<file path="config.mk">
export PLATFORM = sky130hd
export DESIGN_NAME = wb_cmd_master
export DESIGN_NICKNAME = d
export VERILOG_FILES = /design/src/rtl/wb_cmd_master.sv
export SDC_FILE = /design/constraint.sdc
export NUM_CORES = 1
export LEC_CHECK = 0
export CAP_MARGIN = 25
export CORE_ASPECT_RATIO = 0.5
export CORE_MARGIN = 4
export CORE_UTILIZATION = 45
export DETAILED_ROUTE_END_ITERATION = 7
export HOLD_SLACK_MARGIN = 0.02
export PLACE_DENSITY = 0.83
export REMOVE_ABC_BUFFERS = 1
export SLEW_MARGIN = 5
export SYNTH_ARGS = -nofsm -noshare
export SYNTH_HDL_FRONTEND = slang
export SYNTH_SLANG_ARGS = --single-unit
export TNS_END_PERCENT = 30
</file>
<file path="constraint.sdc">
create_clock -name clk_i -period 3.6 [get_ports clk_i]
set_input_delay 0.36 -clock clk_i [delete_from_list [all_inputs] [get_ports clk_i]]
set_output_delay 0.36 -clock clk_i [all_outputs]
set_load 0.01 [all_outputs]
</file>
<file path="src/rtl/wb_cmd_master.sv">
// Wishbone single-transaction command master.
// Accepts one command, runs one classic Wishbone cycle (terminated by ack
// or by a bounded timeout), then holds the response until it is consumed.
module wb_cmd_master #(
    parameter int ADDR_W   = 3,
    parameter int DATA_W   = 8,
    parameter int SELECT_W = 4,
    parameter int TIMEOUT  = 255
) (
    input  logic                clk_i,
    input  logic                rst_i,
    // command port
    input  logic                cmd_valid,
    output logic                cmd_ready,
    input  logic                cmd_we,
    input  logic [ADDR_W-1:0]   cmd_addr,
    input  logic [DATA_W-1:0]   cmd_wdata,
    input  logic [SELECT_W-1:0] cmd_sel,
    // response port
    output logic                rsp_valid,
    input  logic                rsp_ready,
    output logic [DATA_W-1:0]   rsp_rdata,
    output logic                rsp_err,
    // Wishbone master port
    output logic [ADDR_W-1:0]   wb_address,
    output logic [DATA_W-1:0]   wb_data_out,
    input  logic [DATA_W-1:0]   wb_data_in,
    output logic                wb_we,
    output logic                wb_stb,
    output logic                wb_cyc,
    output logic [SELECT_W-1:0] wb_sel,
    input  logic                wb_ack
);

    // The counter only ever reaches TIMEOUT-1, so clog2(TIMEOUT) bits never wrap.
    localparam int CNT_W = (TIMEOUT > 1) ? $clog2(TIMEOUT) : 1;
    localparam logic [CNT_W-1:0] CNT_LAST = CNT_W'(TIMEOUT - 1);

    typedef enum logic [1:0] {
        IDLE = 2'd0,
        BUS  = 2'd1,
        RESP = 2'd2
    } state_t;

    state_t                state_q;
    logic [CNT_W-1:0]      cnt_q;
    logic                  cyc_q;
    logic                  we_q;
    logic [ADDR_W-1:0]     addr_q;
    logic [DATA_W-1:0]     wdata_q;
    logic [SELECT_W-1:0]   sel_q;
    logic                  rsp_valid_q;
    logic [DATA_W-1:0]     rsp_rdata_q;
    logic                  rsp_err_q;

    // Transaction FSM: launch on accept, terminate on ack or timeout, hold response.
    always_ff @(posedge clk_i) begin
        if (rst_i) begin
            state_q     <= IDLE;
            cnt_q       <= '0;
            cyc_q       <= 1'b0;
            we_q        <= 1'b0;
            addr_q      <= '0;
            wdata_q     <= '0;
            sel_q       <= '0;
            rsp_valid_q <= 1'b0;
            rsp_rdata_q <= '0;
            rsp_err_q   <= 1'b0;
        end else begin
            unique case (state_q)
                IDLE: begin
                    if (cmd_valid) begin
                        we_q    <= cmd_we;
                        addr_q  <= cmd_addr;
                        wdata_q <= cmd_wdata;
                        sel_q   <= cmd_sel;
                        cyc_q   <= 1'b1;
                        cnt_q   <= '0;
                        state_q <= BUS;
                    end
                end
                BUS: begin
                    // Ack is checked first so it wins over a coincident timeout.
                    if (wb_ack) begin
                        rsp_rdata_q <= we_q ? '0 : wb_data_in;
                        rsp_err_q   <= 1'b0;
                        rsp_valid_q <= 1'b1;
                        cyc_q       <= 1'b0;
                        state_q     <= RESP;
                    end else if (cnt_q == CNT_LAST) begin
                        rsp_rdata_q <= '0;
                        rsp_err_q   <= 1'b1;
                        rsp_valid_q <= 1'b1;
                        cyc_q       <= 1'b0;
                        state_q     <= RESP;
                    end else begin
                        cnt_q <= cnt_q + CNT_W'(1);
                    end
                end
                RESP: begin
                    if (rsp_ready) begin
                        rsp_valid_q <= 1'b0;
                        state_q     <= IDLE;
                    end
                end
                default: state_q <= IDLE;
            endcase
        end
    end

    assign cmd_ready   = (state_q == IDLE);
    assign wb_cyc      = cyc_q;
    assign wb_stb      = cyc_q;
    assign wb_we       = we_q;
    assign wb_address  = addr_q;
    assign wb_data_out = wdata_q;
    assign wb_sel      = sel_q;
    assign rsp_valid   = rsp_valid_q;
    assign rsp_rdata   = rsp_rdata_q;
    assign rsp_err     = rsp_err_q;

endmodule

</file>
==> results of run 1 <==
metrics by stage:
step | utilization | instances | power [mW]
6_report | 0.714 | 270 | 1.01
3_3_place_gp | 0.670 | 262 | 0.588
2_1_floorplan | - | 164 | 0.503
5_1_grt | 0.714 | 270 | 1.05
3_5_place_dp | 0.670 | 262 | 0.590
4_1_cts | 0.714 | 270 | 1.01
layer usage:
layer,global-route usage,vias up
li1,-,721
met1,0.218,652
met2,0.295,27
met3,0.0627,5
met4,0.0446,0
met5,0,-
critical path, stage by stage, from the launching register on:
cell                              delay, ns
sky130_fd_sc_hd__dfxtp_1               0.42
sky130_fd_sc_hd__nor2_1                0.20
sky130_fd_sc_hd__clkdlybuf4s50_1       0.57
power groups by stage:
| stage | sequential, mW | combinational, mW | clock (mW) |
|---|---|---|---|
| 3_3_place_gp | 0.451 | 0.137 | 0 |
| 3_5_place_dp | 0.451 | 0.139 | 0 |
| 6_report | 0.443 | 0.139 | 0.426 |
| 4_1_cts | 0.442 | 0.140 | 0.430 |
| 5_1_grt | 0.445 | 0.150 | 0.455 |
| 2_1_floorplan | 0.458 | 0.0442 | 0 |
placed cells by master, fill, tap and decap left out, drive strengths merged, types with 4 or more instances in the layout:
cell and instances:
clkdlybuf4s50 57, nand2 39, dfxtp 37, a21oi 25, a22o 8, o21ai 7, nor2 6, inv 5
clkbuf 5, nand3 4, a31oi 4
path summary, 6_finish.rpt:
kind,depth (start not counted),end,slack [ns]
setup reg to reg,6,cnt_q[1],1.76
hold reg to reg,2,wb_data_out[5],0.45
hold / removal,2,wb_data_out[5],0.45
setup / recovery,2,cmd_ready,1.75
area by class of cell:
type	count	area share
sequential	37	0.337
timing repair buffer	58	0.263
multi-input combinational	122	0.309
clock buffer	5	0.0313
tap	40	0.0227
clock inverter	3	0.0296
inverter	5	0.00853
kinds of logic after synthesis:
| kind of cell | share of synthesized area |
|---|---|
| compound gates | 0.217 |
| fa+ha+maj | 0.0168 |
| flops | 0.497 |
| simple gates | 0.223 |
| buf+inv | 0.0470 |
state kept, by name (all words and copies together) (netlist names):
signal	flops
rsp_valid	1
wb_address	3
wb_data_out	8
rsp_rdata	8
wb_we	1
state_q	2
wb_sel	4
rsp_err	1
wb_cyc	1
cnt_q	8
==> implementation parameters, run 1 <==
Parameter                              Value

Pwr
  Static leakage ... 0.802 nW
  P per Cell Area ... 458 mW/mm^2
  Maximum VDD drop ... 0.000395 V
  Clock network fraction of total power ... 0.423
  Sequential share of power ... 0.439
  Switching portion of total power ... 0.223
  Switching power ... 0.225 mW
  Int Pwr ... 0.783 mW
  Combinational cell fraction of total power ... 0.138

Run status
  Result of the run ... finished, final reports clean

Critical path
  Arrival time worst endpoint ... 1.49 ns
  Beginning of the worst register-to-register path ... cnt_q[0]
  Critical path startpoint ... state_q[0]
  Endpoint type of the worst setup path ... primary output
  Crit path required time ... 3.24 ns
  Critical Path Source Type ... flop
  Crit Path Max Fanout ... 11
  Critical path class ... reg -> out

Min path
  Worst min-delay path startpoint ... wb_data_out[5]
  Class of the tightest hold or removal check ... reg -> reg

Synth
  Share of the synthesized area in the top cell type ... 0.497
  Area of the mapped netlist ... 0.00149 sq mm
  Post-synth EDFFs ... 0
  Most numerous cell types in the synthesized netlist ... sky130_fd_sc_hd__nand2_1 (39), sky130_fd_sc_hd__dfxtp_1 (37), sky130_fd_sc_hd__a21oi_1 (24)
  Post-synthesis instance total ... 173
  Sequential fraction of the synthesis area ... 0.497
  Top area cells in the synthesized netlist ... sky130_fd_sc_hd__dfxtp_1 (50%), sky130_fd_sc_hd__nand2_1 (9.8%), sky130_fd_sc_hd__a21oi_1 (8.1%)
  Main flop type after synthesis ... sky130_fd_sc_hd__dfxtp_1
  Number of warnings reported in the yosys synthesis log ... 0
  Count of state elements after synthesis ... 37
  Share of flip-flops with an asynchronous set or reset ... 0
  Avg Cell Area, Syn ... 8.61 sq um
  Cell taking the most area after synthesis ... sky130_fd_sc_hd__dfxtp_1
  Count of different cell masters after synthesis ... 40
  Most instantiated library cell after synthesis ... sky130_fd_sc_hd__nand2_1

Global routing
  Pin count of the biggest net entering global routing ... 30
  Global-route wire length before repair ... 6.02 mm
  GRT overflow ... 0
  Via count of the first global-routing pass ... 1,305
  Number of antenna violations at the first check in global routing ... 0
  Global-route usage over all layers ... 0.178

Placement
  Port Buffers ... 57
  Worst slack at placement ... 1.46 ns
  Area after DPL ... 0.00207 sq mm
  Post-DP HPWL ... 2.61 mm
  RePlAce Congestion ... 0.824

Clock network
  Number of hold-repair buffers added at the cts stage ... 0
  Largest buffer count on any clock path ... 2
  Cts repair resizes ... 0
  Clock net sink count ... 37
  Clk Latency, worst-skew pair ... 0.29 ns
  Clock transition at the registers of the reported paths ... 0.08 ns
  Total clock buffers created by CTS ... 5
  Clock tree from TritonCTS ... built
  Number of setup buffers added after CTS ... 0
  Clock tree root buffer cell ... sky130_fd_sc_hd__clkbuf_8
  H-tree levels ... 2

STA
  Worst Setup Slack, final ... 1.75 ns
  Max-slew violations ... 0
  Worst hold-check slack ... 0.454 ns
  Clock period minus final worst setup slack ... 1.85 ns
  Setup_tns ... 0 ns
  Endpoints failing setup ... 0
  Max Fclk ... 541 MHz
  RSZ-0062 raised after global routing ... no
  Hold violation total from the final report ... 0
  Part of the cycle the worst path needs ... 0.514
  Worst slew margin relative to its limit ... 0.527
  Pin slew with the least headroom to its limit ... 0.708 ns
  Setup clock skew after layout ... 0.00825 ns

Floorplan
  Floorplan core area ... 0.00308 sq mm
  Die W ... 89.4 um
  Die height ... 48.7 um
  Site Rows ... 14
  I/O Pins ... 58
  Initial cell density of the core ... 0.483
  Die area ... 0.00435 sq mm

Route
  Detail Route met3 WL ... 163 um
  Total wire length after detailed routing ... 3.65 mm
  Sum of met2 wire segment lengths after detailed routing ... 1.80 mm
  Via density ... 5.20
  Iteration-0 DRC Markers ... 58
  Topmost layer with routed signal wires ... met4
  Post-route ant nets ... 0
  Number of vias after detailed routing ... 1,405
  Residual DRC ... 0
  Number of search-and-repair iterations in the first detailed-routing pass ... 4
  Routed length on met1 ... 1.66 mm
  Wirelength per Cell ... 13.5 um

Finish
  Final Instance Area ... 0.00220 sq mm
  Nets ... 260
  Final-layout fill cell count ... 254
  Layout overhead on the synthesized area ... 47.7%
  Area occupied by multi-input gates ... 679 sq um
  Sequential cell area ... 741 sq um
  Antenna Diode Count ... 0
  Share of layout cells above drive strength 1 ... 0.0652

Job
  Max-cap violations ... 0
Power figures use the tool's default switching activity.
==> run 2, diff against run 1 <==
--- a/config.mk
+++ b/config.mk
@@ -8,10 +8,10 @@
 export CAP_MARGIN = 25
 export CORE_ASPECT_RATIO = 0.5
 export CORE_MARGIN = 4
-export CORE_UTILIZATION = 45
+export CORE_UTILIZATION = 38
 export DETAILED_ROUTE_END_ITERATION = 7
 export HOLD_SLACK_MARGIN = 0.02
-export PLACE_DENSITY = 0.83
+export PLACE_DENSITY = 0.75
 export REMOVE_ABC_BUFFERS = 1
 export SLEW_MARGIN = 5
 export SYNTH_ARGS = -nofsm -noshare
==> constraint.sdc (replaced) <==
create_clock -name clk_i -period 1.6 [get_ports clk_i]
set_input_delay 0.16 -clock clk_i [delete_from_list [all_inputs] [get_ports clk_i]]
set_output_delay 0.16 -clock clk_i [all_outputs]
set_load 0.01 [all_outputs]
==> run 2 against run 1 <==
Net effect:
- hold slack got worse by 0.043 ns
- setup slack got worse by 1.7 ns
- clock skew fell by 0.0028 ns
- via count rose by 3.3%
- flip-flop and latch count did not move
- global-route usage fell by 0.54 points
- sequential power rose by 120%
- final area rose by 8.8%
- utilization fell by 4.9 points
- largest power group unchanged
==> implementation parameters, run 2 (synthesized netlist as in run 1, its figures left out) <==
Parameter                              Value

Placement
  Post-DP HPWL ... 2.87 mm (+10%)
  RePlAce Congestion ... 0.764 (-7.3%)
  Port Buffers ... 57 (unchanged)

Finish
  Nets ... 278 (+6.9%)
  Layout overhead on the synthesized area ... 60.7%
  Commonest cells after routing, fill and taps aside ... sky130_fd_sc_hd__clkdlybuf4s50_1 (56), sky130_fd_sc_hd__nand2_1 (39), sky130_fd_sc_hd__dfxtp_1 (35)
  Share of layout cells above drive strength 1 ... 0.153 (+0.0880)
  Antenna Diode Count ... 0 (unchanged)
  Leading cell type in the layout, fill and taps excluded ... sky130_fd_sc_hd__clkdlybuf4s50_1

Floorplan
  Site Rows ... 15 (+1)
  Die area ... 0.00505 sq mm (+16%)
  Die W ... 96.6 um (+8.0%)
  I/O Pins ... 58 (unchanged)
  Die height ... 52.3 um (+7.4%)
  Initial cell density of the core ... 0.414 (-0.0698)
  Floorplan core area ... 0.00360 sq mm (+17%)

Job
  Max-cap violations ... 0 (unchanged)

Critical path
  Max stage delay cell, worst path ... sky130_fd_sc_hd__or4_1
  Endpoint of the worst register-to-register path ... cnt_q[1]
  Max incr delay on CP ... 0.51 ns (-0.06 ns)
  Critical Path Source Type ... flop
  R2r setup slk ... 0.06 ns (-1.70 ns)
  Arrival time worst endpoint ... 1.77 ns (+0.28 ns)
  CP delay by family, top ... simple AND/OR/NAND/NOR gates
  Buffers plus inverters on the worst setup path ... 1 (unchanged)
  Levels on crit path ... 6 (+4)
  Endpoint of the worst setup timing path ... cnt_q[1]
  Crit path required time ... 1.83 ns (-1.41 ns)
  Endpoint type of the worst setup path ... flop
  Critical path class ... reg -> reg
  Worst-case reg-to-reg path depth ... 6 (unchanged)
  Cell mode on critical path ... sky130_fd_sc_hd__and3_4
  Beginning of the worst register-to-register path ... cnt_q[0]
  Critical path startpoint ... cnt_q[0]
  Critical Path, Cell by Cell ... inv_2 > ha_4 > and3_4 > and3_4 > or4_1 > a21oi_1
  Crit Path Max Fanout ... 3 (-8)

Pwr
  P per Cell Area ... 961 mW/mm^2 (+110%)
  Static leakage ... 0.902 nW (+12%)
  Maximum VDD drop ... 0.000411 V (+4.1%)

STA
  Clock period minus final worst setup slack ... 1.54 ns
  Worst slew margin relative to its limit ... 0.641 (+0.115)
  Setup clock skew after layout ... 0.00541 ns (-0.00285 ns)
  Part of the cycle the worst path needs ... 0.962
  Pin slew with the least headroom to its limit ... 0.537 ns (-0.172 ns)
  Max-slew violations ... 0 (unchanged)
  Setup_tns ... 0 ns (unchanged)
  Endpoints failing setup ... 0 (unchanged)
  Hold violation total from the final report ... 0 (unchanged)
  Worst hold-check slack ... 0.411 ns (-0.0434 ns)
  Max Fclk ... 649 MHz

Route
  Via density ... 4.86 (-6.7%)
  Wirelength per Cell ... 13.1 um (-3.1%)
  Iteration-0 DRC Markers ... 23 (-60%)
  Number of vias after detailed routing ... 1,452 (+3.3%)
  Total wire length after detailed routing ... 3.92 mm (+7.3%)
  Post-route ant nets ... 0 (unchanged)
  Number of search-and-repair iterations in the first detailed-routing pass ... 4 (unchanged)
  Residual DRC ... 0 (unchanged)

Clock network
  H-tree levels ... 2 (unchanged)
  Clock tree root buffer cell ... sky130_fd_sc_hd__clkbuf_8
  Clock transition at the registers of the reported paths ... 0.07 ns (about the same)
  Total clock buffers created by CTS ... 5 (unchanged)
  Clock net sink count ... 37 (unchanged)
  Largest buffer count on any clock path ... 2 (unchanged)
  Clock tree from TritonCTS ... built
  Clk Latency, worst-skew pair ... 0.29 ns (about the same)

Global routing
  GRT overflow ... 0 (unchanged)
  Number of antenna violations at the first check in global routing ... 0 (unchanged)
  Global-route wire length before repair ... 6.58 mm (+9.2%)
  Global-route usage over all layers ... 0.172 (-0.00535)
  Pin count of the biggest net entering global routing ... 22 (-27%)
  Via count of the first global-routing pass ... 1,468 (+12%)

Min path
  Class of the tightest hold or removal check ... in -> reg
  Worst min-delay path startpoint ... cmd_sel[0]

Run status
  Result of the run ... finished, final reports clean
==> run 2: area by class of cell <==
cell class | count | area, sq um
Clock inverter | 3 | 65.1
Sequential cell | 37 | 746
Inverter | 5 | 18.8
Multi-Input combinational cell | 122 | 708
Timing Repair Buffer | 76 | 724
Fill cell | 305 | 1210
Tap cell | 51 | 63.8
Clock buffer | 5 | 68.8
==> run 2: worst min-delay path by stage <==
stage                                end  slack [ns]  depth (start not counted)
after floorplan                 cnt_q[0]        0.23                          1
after global placement         wb_sel[2]        0.44                          2
after global routing       wb_address[0]        0.41                          3
after CTS                      wb_sel[0]        0.40                          3
final                          wb_sel[0]        0.41                          3
after detailed placement  wb_data_out[1]        0.45                          2
==> run 2: per-layer routing <==
layer | track usage | up-vias | wire, um
li1 | - | 749 | -
met1 | 0.189 | 667 | 1720
met2 | 0.306 | 27 | 1950
met3 | 0.0502 | 9 | 155
met4 | 0.0860 | 0 | 85
met5 | 0 | - | 0
==> run 2: worst reg2reg max path, stage by stage, from the launching register on <==
cell                      delay [ns]
sky130_fd_sc_hd__dfxtp_2        0.33
sky130_fd_sc_hd__inv_2          0.04
sky130_fd_sc_hd__ha_4           0.14
sky130_fd_sc_hd__and3_4         0.15
sky130_fd_sc_hd__and3_4         0.17
sky130_fd_sc_hd__or4_1          0.51
sky130_fd_sc_hd__a21oi_1        0.14
==> run 2: timing repair <==
item                       in CTS  in global routing
gates resized for setup         4                  6
pin swaps                       1                  4
setup buffers                   0                  0
hold buffers                    0                  0
setup endpoints to repair      10                 15
==> run 2: metrics by stage <==
stage / worst slack (ns) / total power [mW] / util / cell area [sq um] / cells
3_5_place_dp: -0.191 / 1.37 / 0.618 / 2230 / 291
4_1_cts: 0.00469 / 2.33 / 0.659 / 2370 / 299
5_1_grt: -0.0295 / 2.41 / 0.665 / 2390 / 299
3_3_place_gp: -0.166 / 1.36 / 0.618 / 2230 / 291
2_1_floorplan: -0.0829 / 1.13 / - / 1440 / 164
6_report: 0.0600 / 2.30 / 0.665 / 2390 / 299
==> run 2: report_power, final <==
group / total, mW / internal [mW] / switching, mW / leakage, nW
clock network: 0.955 / 0.619 / 0.336 / 0.0681
logic: 0.355 / 0.207 / 0.148 / 0.531
registers: 0.992 / 0.965 / 0.0269 / 0.303
==> run 3, diff against run 2 <==
==> constraint.sdc (replaced) <==
create_clock -name clk_i -period 1.6 [get_ports clk_i]
set_input_delay 0.32 -clock clk_i [delete_from_list [all_inputs] [get_ports clk_i]]
set_output_delay 0.32 -clock clk_i [all_outputs]
set_load 0.01 [all_outputs]
==> run 3 against run 2 <==
Net effect:
- the flow now finishes with violations (setup timing)
- clock power decreased by 17%
- largest cell class is now non-clock buffers
- critical path depth unchanged
- register-to-register slack got worse by 0.08 ns
- critical endpoint unchanged
- count of clock-buffer cells in the layout increased by 1
- clock skew increased by 0.0018 ns
- critical path type unchanged
- final area increased by 0.99%
- sequential share of layout area decreased by 0.36 points
- flip-flop and latch count unchanged
- first-iteration DRC count increased to 3.0 times the previous value
- highest routed layer unchanged
- setup slack got worse by 0.079 ns
==> implementation parameters, run 3 (synthesized netlist as in run 1, its figures left out) <==
Parameter                              Value

STA
  Endpoints failing setup ... 1 (+1)
  Worst hold-check slack ... 0.445 ns (+0.0344 ns)
  Part of the cycle the worst path needs ... 1.01 (+0.0491)
  Worst Setup Slack, final ... -0.0186 ns (-0.0786 ns)
  Setup_tns ... -0.0186 ns (-0.0186 ns)
  Setup clock skew after layout ... 0.00725 ns (+0.00184 ns)
  RSZ-0062 raised after global routing ... yes
  Hold violation total from the final report ... 0 (unchanged)
  Pin slew with the least headroom to its limit ... 0.497 ns (-0.0400 ns)
  Max Fclk ... 618 MHz (-4.9%)
  Max-slew violations ... 0 (unchanged)
  Worst slew margin relative to its limit ... 0.668 (+0.0261)
  Clock period minus final worst setup slack ... 1.62 ns (+0.0786 ns)

Clock network
  Total clock buffers created by CTS ... 5 (unchanged)
  Clk Latency, worst-skew pair ... 0.28 ns (about the same)
  Clock net sink count ... 37 (unchanged)
  Number of hold-repair buffers added at the cts stage ... 0 (unchanged)
  Largest buffer count on any clock path ... 2 (unchanged)
  H-tree levels ... 2 (unchanged)
  Clock tree from TritonCTS ... built
  Clock tree root buffer cell ... sky130_fd_sc_hd__clkbuf_8
  Clock transition at the registers of the reported paths ... 0.07 ns (about the same)

Global routing
  Number of antenna violations at the first check in global routing ... 0 (unchanged)
  Global-route usage over all layers ... 0.170 (-0.00237)
  Pin count of the biggest net entering global routing ... 18 (-18%)
  Global-route wire length before repair ... 6.55 mm (-0.41%)
  Via count of the first global-routing pass ... 1,418 (-3.4%)
  GRT overflow ... 0 (unchanged)

Critical path
  Beginning of the worst register-to-register path ... cnt_q[0]
  Worst-case reg-to-reg path depth ... 6 (unchanged)
  Crit Path Max Fanout ... 3 (unchanged)
  Crit path required time ... 1.82 ns (about the same)
  Arrival time worst endpoint ... 1.84 ns (+0.07 ns)
  Critical path class ... reg -> reg
  Endpoint of the worst register-to-register path ... cnt_q[1]
  Critical Path Source Type ... flop
  R2r setup slk ... -0.02 ns (-0.08 ns)
  Endpoint type of the worst setup path ... flop

Route
  Number of search-and-repair iterations in the first detailed-routing pass ... 6 (+2)
  Via density ... 4.95 (+1.9%)
  Residual DRC ... 0 (unchanged)
  Iteration-0 DRC Markers ... 68 (+200%)
  Number of vias after detailed routing ... 1,494 (+2.9%)
  Wirelength per Cell ... 14.0 um (+6.7%)
  Post-route ant nets ... 0 (unchanged)
  Total wire length after detailed routing ... 4.22 mm (+7.7%)

Job
  Max-cap violations ... 0 (unchanged)

Pwr
  Maximum VDD drop ... 0.000419 V (+2.0%)
  Static leakage ... 0.923 nW (+2.4%)
  Final Total Pwr ... 2.16 mW (-6.2%)
  Combinational cell fraction of total power ... 0.170 (+0.016)
  P per Cell Area ... 893 mW/mm^2 (-7.1%)
  Sequential share of power ... 0.461 (+0.030)
  Clock network fraction of total power ... 0.369 (-0.046)
  Switching portion of total power ... 0.237 (+0.0152)
  Int Pwr ... 1.65 mW (-8.0%)
  Switching power ... 0.513 mW (+0.27%)

Min path
  Worst min-delay path startpoint ... wb_ack
  Worst Hold Path EP ... rsp_err
  Class of the tightest hold or removal check ... in -> reg
  Number of cells on the worst hold path ... 3 (unchanged)

Placement
  Post-DP HPWL ... 3.14 mm (+9.2%)
  Port Buffers ... 57 (unchanged)
  RePlAce Congestion ... 0.743 (-2.7%)
  Area after DPL ... 0.00224 sq mm (+0.67%)

Finish
  Layout overhead on the synthesized area ... 62.3%
  Commonest cells after routing, fill and taps aside ... sky130_fd_sc_hd__clkdlybuf4s50_1 (54), sky130_fd_sc_hd__nand2_1 (39), sky130_fd_sc_hd__dfxtp_1 (34)
  Final-layout fill cell count ... 301 (-1.3%)
  Area occupied by multi-input gates ... 728 sq um (+2.8%)
  Final Instance Area ... 0.00242 sq mm (+0.99%)
  Nets ... 281 (+1.1%)
  Share of layout cells above drive strength 1 ... 0.195 (+0.0420)
  Antenna Diode Count ... 0 (unchanged)
  Sequential cell area ... 744 sq um (-0.17%)
  Fraction of the core area covered by cells at the end of the flow ... 0.671 (+0.00660)
  Leading cell type in the layout, fill and taps excluded ... sky130_fd_sc_hd__clkdlybuf4s50_1

Floorplan
  Initial cell density of the core ... 0.414 (unchanged)
  Die W ... 96.6 um (unchanged)
  Site Rows ... 15 (unchanged)
  Die height ... 52.3 um (unchanged)
  Floorplan core area ... 0.00360 sq mm (unchanged)
  Die area ... 0.00505 sq mm (unchanged)
  I/O Pins ... 58 (unchanged)

Run status
  Result of the run ... finished with violations
  Failing checks ... setup timing
## run 3: cell count changes in the layout (fill, tap and decap cells not counted), moves of 2 or more
| cell | before | now |
|---|---|---|
| sky130_fd_sc_hd__buf_4 | 18 | 21 |
| sky130_fd_sc_hd__clkdlybuf4s50_1 | 56 | 54 |
| sky130_fd_sc_hd__dfxtp_2 | 1 | 3 |
| sky130_fd_sc_hd__dlymetal6s2s_1 | 0 | 2 |
| sky130_fd_sc_hd__nor2_1 | 6 | 4 |
| sky130_fd_sc_hd__nor2_2 | 0 | 2 |
## run 3: what timing repair did
item,CTS,global route
endpoints found under the setup margin,14,8
cloned,0,0
setup buffers,0,1
pin swaps,1,2
resized for setup,8,12
## run 3: layout make-up
cell class	count	share of cell area
Timing Repair Buffer	79	0.311
Sequential cell	37	0.308
Multi-Input combinational cell	122	0.301
Clock buffer	6	0.0300
Tap cell	51	0.0264
Clock inverter	2	0.0160
Inverter	5	0.00776
## run 3: worst max-delay path by stage
| stage | from | endpoint | slack, ns | cells past startpoint |
|---|---|---|---|---|
| 6_report | cnt_q[0] | cnt_q[1] | -0.02 | 6 |
| 3_3_place_gp | wb_ack | cnt_q[3] | -0.32 | 5 |
| 2_1_floorplan | cnt_q[0] | cnt_q[1] | -0.08 | 6 |
| 5_1_grt | cnt_q[0] | cnt_q[1] | -0.06 | 6 |
| 3_5_place_dp | rst_i | rsp_rdata[6] | -0.36 | 4 |
| 4_1_cts | wb_ack | cnt_q[3] | -0.03 | 5 |
## run 3: routing by layer
layer | part of all wire | vias to the layer above | GRT usage
li1 | - | 757 | -
met5 | 0 | - | 0
met2 | 0.52 | 30 | 0.304
met3 | 0.034 | 6 | 0.0545
met1 | 0.43 | 701 | 0.190
met4 | 0.016 | 0 | 0.0628
## run 3: stage by stage
stage,cells,worst slack [ns]
floorplan,164,-0.0829
CTS,301,-0.0259
global placement,293,-0.316
detailed placement,293,-0.360
global route,302,-0.0629
finish,302,-0.0186
## run 3: critical path, cell delays in order, from the launching register on
cell and delay [ns]:
sky130_fd_sc_hd__dfxtp_2 0.33, sky130_fd_sc_hd__inv_2 0.03, sky130_fd_sc_hd__ha_2 0.16, sky130_fd_sc_hd__and3_4 0.18
sky130_fd_sc_hd__and3_4 0.18, sky130_fd_sc_hd__or4_4 0.53, sky130_fd_sc_hd__a21oi_2 0.14
## run 3: power by group through the flow
stage               sequential [mW]  clock (mW)  combinational [mW]
floorplan                      1.03           0              0.0994
global placement               1.01           0               0.355
detailed placement             1.02           0               0.361
CTS                           0.996       0.810               0.364
global route                   1.00       0.860               0.396
finish                        0.997       0.797               0.367
